**src/rtl/alu_issue_ctrl.sv**
```systemverilog
// ----------------------------------------------------------------------------
// alu_issue_ctrl
//
// Issues one instruction at a time to an external 16-bit combinational ALU.
// Operands come from an internal register file. The ALU result is written
// back to the register file and the ALU status to the flags register.
//
// Sequence: IDLE (accept) -> EXEC (ALU settles) -> DONE (done pulse) -> IDLE.
// Throughput is one instruction every 3 cycles.
//
// Ports
//   clk, rst_n          clock (rising edge), asynchronous active-low reset
//   instr_valid/ready   instruction handshake; ready is high only in IDLE
//   instr_op            5-bit function code, 5'b00000 = LDI
//   instr_rd/rs1/rs2    destination and source register addresses
//   instr_imm           immediate value, used by LDI only
//   alu_a/b/f/cin       registered ALU inputs, held between instructions
//   alu_result/status   ALU outputs, status = {C,Z,N,V,P,AC}
//   flags               architectural flags register
//   done, err           one-cycle retire pulse; err marks an illegal opcode
//   dbg_addr/dbg_data   combinational register-file read port
// ----------------------------------------------------------------------------
module alu_issue_ctrl #(
    parameter int NREG   = 8,
    parameter int ADDR_W = 3
) (
    input  logic              clk,
    input  logic              rst_n,

    input  logic              instr_valid,
    output logic              instr_ready,
    input  logic [4:0]        instr_op,
    input  logic [ADDR_W-1:0] instr_rd,
    input  logic [ADDR_W-1:0] instr_rs1,
    input  logic [ADDR_W-1:0] instr_rs2,
    input  logic [15:0]       instr_imm,

    output logic [15:0]       alu_a,
    output logic [15:0]       alu_b,
    output logic [4:0]        alu_f,
    output logic              alu_cin,
    input  logic [15:0]       alu_result,
    input  logic [5:0]        alu_status,

    output logic [5:0]        flags,
    output logic              done,
    output logic              err,

    input  logic [ADDR_W-1:0] dbg_addr,
    output logic [15:0]       dbg_data
);

    typedef enum logic [1:0] {
        ST_IDLE = 2'd0,
        ST_EXEC = 2'd1,
        ST_DONE = 2'd2
    } state_t;

    localparam logic [4:0] OP_LDI = 5'b00000;

    state_t              r_state;
    logic [15:0]         r_rf [NREG];
    logic [5:0]          r_flags;
    logic [15:0]         r_alu_a;
    logic [15:0]         r_alu_b;
    logic [4:0]          r_alu_f;
    logic                r_alu_cin;
    logic                r_done;
    logic                r_err;

    // Instruction fields latched at accept; instr_* is ignored afterwards.
    logic [ADDR_W-1:0]   r_rd;
    logic [4:0]          r_op;
    logic [15:0]         r_imm;

    logic                w_is_ldi;
    logic                w_is_legal;

    assign w_is_ldi = (r_op == OP_LDI);

    // Legal ALU codes: 00001, 00011, 00100-00111, 01000-01011, 10000-10111.
    always_comb begin
        w_is_legal = 1'b0;
        if (r_op == 5'b00001 || r_op == 5'b00011)
            w_is_legal = 1'b1;
        else if (r_op[4:2] == 3'b001 || r_op[4:2] == 3'b010)
            w_is_legal = 1'b1;
        else if (r_op[4:3] == 2'b10)
            w_is_legal = 1'b1;
    end

    always_ff @(posedge clk or negedge rst_n) begin
        if (!rst_n) begin
            r_state   <= ST_IDLE;
            for (int unsigned i = 0; i < NREG; i++)
                r_rf[i] <= '0;
            r_flags   <= '0;
            r_alu_a   <= '0;
            r_alu_b   <= '0;
            r_alu_f   <= '0;
            r_alu_cin <= 1'b0;
            r_done    <= 1'b0;
            r_err     <= 1'b0;
            r_rd      <= '0;
            r_op      <= '0;
            r_imm     <= '0;
        end else begin
            case (r_state)
                ST_IDLE: begin
                    if (instr_valid) begin
                        // Operands are read here, so rd==rs uses the old value.
                        r_alu_a   <= r_rf[instr_rs1];
                        r_alu_b   <= r_rf[instr_rs2];
                        r_alu_f   <= instr_op;
                        r_alu_cin <= r_flags[5];
                        r_rd      <= instr_rd;
                        r_op      <= instr_op;
                        r_imm     <= instr_imm;
                        r_state   <= ST_EXEC;
                    end
                end
                ST_EXEC: begin
                    if (w_is_ldi) begin
                        r_rf[r_rd] <= r_imm;
                    end else if (w_is_legal) begin
                        r_rf[r_rd] <= alu_result;
                        r_flags    <= alu_status;
                    end else begin
                        r_err <= 1'b1;
                    end
                    r_done  <= 1'b1;
                    r_state <= ST_DONE;
                end
                ST_DONE: begin
                    r_done  <= 1'b0;
                    r_err   <= 1'b0;
                    r_state <= ST_IDLE;
                end
                default: begin
                    r_done  <= 1'b0;
                    r_err   <= 1'b0;
                    r_state <= ST_IDLE;
                end
            endcase
        end
    end

    assign instr_ready = (r_state == ST_IDLE);
    assign alu_a       = r_alu_a;
    assign alu_b       = r_alu_b;
    assign alu_f       = r_alu_f;
    assign alu_cin     = r_alu_cin;
    assign flags       = r_flags;
    assign done        = r_done;
    assign err         = r_err;
    assign dbg_data    = r_rf[dbg_addr];

endmodule

```
**config.mk**
```make
export PLATFORM = sky130hd
export DESIGN_NAME = alu_issue_ctrl
export DESIGN_NICKNAME = d
export VERILOG_FILES = /design/src/rtl/alu_issue_ctrl.sv
export SDC_FILE = /design/constraint.sdc
export NUM_CORES = 1
export LEC_CHECK = 0
export ABC_AREA = 1
export CAP_MARGIN = 10
export CORE_ASPECT_RATIO = 0.9
export CORE_MARGIN = 8
export CORE_UTILIZATION = 25
export CTS_CLUSTER_SIZE = 8
export DETAILED_ROUTE_END_ITERATION = 10
export GPL_TIMING_DRIVEN = 0
export HOLD_SLACK_MARGIN = 0.08
export PLACE_DENSITY = 0.51
export SYNTH_ARGS = -nofsm -noshare
export SYNTH_HDL_FRONTEND = slang
export SYNTH_SLANG_ARGS = --single-unit
```
**constraint.sdc**
```tcl
create_clock -name clk -period 2.3 [get_ports clk]
set_clock_uncertainty 0.2 [all_clocks]
set_input_delay 0.46 -clock clk [delete_from_list [all_inputs] [get_ports clk]]
set_output_delay 0.46 -clock clk [all_outputs]
set_load 0.01 [all_outputs]
```
==> impl_results.md <==
* Result of the run: completed
* Worst reg2reg path depth at 7
* Busiest metal layer after global routing: met2
* Post-route DRC at 0
* Yosys reg bits at slightly below 200
* RSZ-0062 raised after global routing: yes
* Proportion of synthesized chip area in sequential cells at 41.4%
* Y dimension of the die at 222 um
* Clock Latency Late Sink at ~0.47 ns
* Power density normalized to cell area at 1160 nW/um^2
* Cell area after layout at between 10000 and 15000 sq um
* Transition at the pin with the smallest max-transition slack at between 0.7 and 0.8 ns
* Area used by multi-input combinational logic at 5890 sq um
* Met1 routing resource usage after global routing at a little over a quarter
* Setup slack on the worst flop-to-flop path at approximately 0.13 ns
* Worst vdd rail ir drop at ~0.56 mV
* Share of the synthesized area in the top cell type at about two fifths
* Hold Fails Final Rpt at 0
* Final weighted congestion in routability-driven placement at a little under 1
* WHS Endpoint: alu_a[12]
* Maximum clock path buffer count at 2
* Non-filler instance count after layout at roughly 2600
* Final net count at approximately 2000
* Required time of the worst setup path at 1.64 ns
* Reg area at 4880 sq um
* I/O pin total at 121
* Crit path setup slack, layout at about 0.0094 ns
* Row Count at 75
* Switching Power at between 7 and 8 mW
* Combinational Power Share at 45.2%
* Average size of a mapped cell at 6.68 sq um
* Worst Path Arrival at 1.63 ns
* Critical path class: input port to output port
* Max-cap violation count at 0
* Synth Cell Area at 11800 sq um
* Number of warnings printed during yosys synthesis at 0
* Highest net fanout along the worst path at 10
* Count of final setup violators at 0
* Half-perimeter wire length of the detailed placement result at between 40000 and 50000 um
* Post-DRT Antenna Nets at 0
* Clock-pin slew of the registers on the worst-case setup and hold paths at ~0.080 ns
* Per-cell via count in the routed design at about 5.1
* R2R Path Start: r_op[0]
* Area contributors post-synth: dfrtp_1 41%, nand2_1 24%, nand3_1 15%
* Global-route met2 utilization at a little under a third
* Worst hold slack at about 0.28 ns
* Starting density of the core at between 20% and 30%
* Area growth, synth to finish at 23.8%
* Post-synthesis net count at 1823
* Number of antenna violations at the first check in global routing at 2
* WL per Instance at around 21 um
* Area inside the core boundary at 46600 sq um
* Final wirelength at between 50000 and 60000 um
* Maximum frequency from static timing analysis at 0.437 GHz
* H-Tree Depth at 4
* Post-detailed-placement cell area at between 10000 and 15000 sq um
* Unique cell type count in the Yosys netlist at 24
* Overall fraction of global-route tracks in use at a little under 20%
* Worst slew slack as a fraction of its limit at 48.6%
* Die area at ~54000 sq um
* Number of instances in the placed design at 2495
* Count of routing violations after the opening detailed-route iteration at 1592
* Setup crit start kind: input port
* Final global-route overflow total at 0
* Worst min-delay path startpoint: alu_a[12]
* GRT met3 Usage at under 10%
* Pin count of the biggest net entering global routing at approximately 110
* Endpoint of the most critical register-to-register path: r_rf[44]
* Count of port buffers added during placement at roughly 110
* Number of optimization iterations in the first detailed-route pass at 7
* Clock tree from TritonCTS: built
* Total design power at ~17 mW
* Sequential group share of total power at a little over a third
* Post-route clock period utilization at 99.6%
* CP endpoint kind: output port
* ANT cells at 0
* Number of pins with negative max-slew slack in the final report at 0
* Share of post-route cells with drive strength above 1 at between 10% and 20%
* Via count of the first global-routing pass at 12500
* Vias after detailed routing at between 10000 and 15000
* Clock root buffer: clkbuf_16
* Static leakage power at around 7.4 nW
* Pint at approximately 9 mW
* Net Sw Frac at 46.0%
* Number of cells traversed by the worst hold path at 2
* Die W at 245 um
* Hold crit path type: flip-flop to flip-flop
* Yosys top cell by area: dfrtp_1
* Clock period minus final worst setup slack at roughly 2.3 ns
* Inserted Clock Buffers at 17
* Fill cell instance count of the final layout at 5123
* Number of instances in the synthesized netlist at about 1800
* Post-place setup slack at -0.815 ns
* Global-route wire length before repair at 80500 um
* Count of clock tree sinks at slightly below 200
* Clock share of power at between 10% and 20%
[cell usage after synthesis]
| library cell | number |
|---|---|
| nand2_1 | 740 |
| nand3_1 | 352 |
| dfrtp_1 | 195 |
| inv_1 | 139 |
| a21oi_1 | 64 |
| o21ai_0 | 64 |
| clkbuf_1 | 55 |
| buf_2 | 38 |
| nor2_1 | 36 |
| nand4_1 | 17 |
| buf_1 | 15 |
| nand3_4 | 9 |
| buf_4 | 7 |
| nor3_4 | 7 |
| o21ai_1 | 7 |
| inv_2 | 6 |
| buf_6 | 4 |
| nand2_2 | 3 |
| nor2_4 | 2 |
| clkinv_1 | 1 |
| nand2_8 | 1 |
| nand3_2 | 1 |
| nor3_2 | 1 |
| o22ai_1 | 1 |
[area by class of cell]
cell class                 count  area share, %
multi-input combinational   1305           40.4
sequential                   195           33.4
inverter                     146           3.75
timing repair buffer         139           8.89
tap                          616           5.28
clock inverter                15           1.08
buffer                       119           4.26
clock buffer                  17           2.91
[worst max path at each step]
stage,slack [ns],from,endpoint
2_1_floorplan,0.29,dbg_addr[0],dbg_data[13]
3_3_place_gp,-8.17,rst_n,r_rf[114]
3_5_place_dp,-0.81,dbg_addr[0],dbg_data[5]
4_1_cts,-0.01,r_rf[44],dbg_data[12]
5_1_grt,-0.05,r_rf[34],dbg_data[2]
6_report,0.009,dbg_addr[0],dbg_data[3]
[placed cells by master (no fill, tap or decap), drive strengths merged]
cell type | Yosys | routed
nor3 | 8 | 8
nand4 | 17 | 17
buf | 64 | 104
clkbuf | 55 | 74
nand2 | 744 | 744
clkdlybuf4s50 | 0 | 95
o22ai | 1 | 1
nor2 | 38 | 38
dfrtp | 195 | 195
dlygate4sd2 | 0 | 1
nand3 | 362 | 362
clkinvlp | 0 | 1
inv | 145 | 155
dlygate4sd3 | 0 | 1
a21oi | 64 | 64
clkinv | 1 | 5
o21ai | 71 | 71
[metrics by stage]
stage               util, %  setup TNS [ns]
global route           31.3          -0.177
finish                 31.3               0
global placement       29.4        -1619.00
floorplan                 -               0
detailed placement     29.4          -30.05
CTS                    31.0         -0.0118
[metal layers]
metal / vias up / wire [um]
met2: 655 / 24000
li1: 5950 / -
met3: 96 / 5000
met5: - / 29
met4: 4 / 1560
met1: 6209 / 23700
[state kept, by name (all words and copies together) (netlist names)]
name / count
done: 1
r_rd: 3
alu_cin: 1
r_state: 2
r_op: 5
err: 1
r_imm: 16
r_rf: 128
alu_a: 16
flags: 6
alu_b: 16
[power groups by stage]
stage	logic (mW)	clock network, mW	registers [mW]
after CTS	7.40	3.14	6.15
after detailed placement	7.18	0	6.13
after global routing	8.39	3.26	6.34
after global placement	7.11	0	6.13
final	7.65	3.09	6.19
after floorplan	4.19	0	5.85
[cell families after synthesis]
kind of cell	Yosys count	share of synthesized area [%]
AO/OA/AOI/OAI	136	5.78
buffers and inverters	265	9.31
flip-flops	195	41.4
AND/OR/NAND/NOR	1169	43.5
[worst max-delay path, stage by stage]
cell     delay, ns
buf_2         0.15
buf_2         0.23
a21oi_1       0.17
o21ai_0       0.09
o21ai_1       0.16
nand2_1       0.14
nand2_2       0.13
buf_6         0.11
[what timing repair did]
item                                    4_1_cts  5_1_grt
pin swaps                                     6        5
setup buffers                                13       11
hold buffers                                  1        0
endpoints found under the hold margin        90        0
endpoints found under the setup margin       29       60
resized for setup                           158       61
Power figures use the tool's default switching activity.
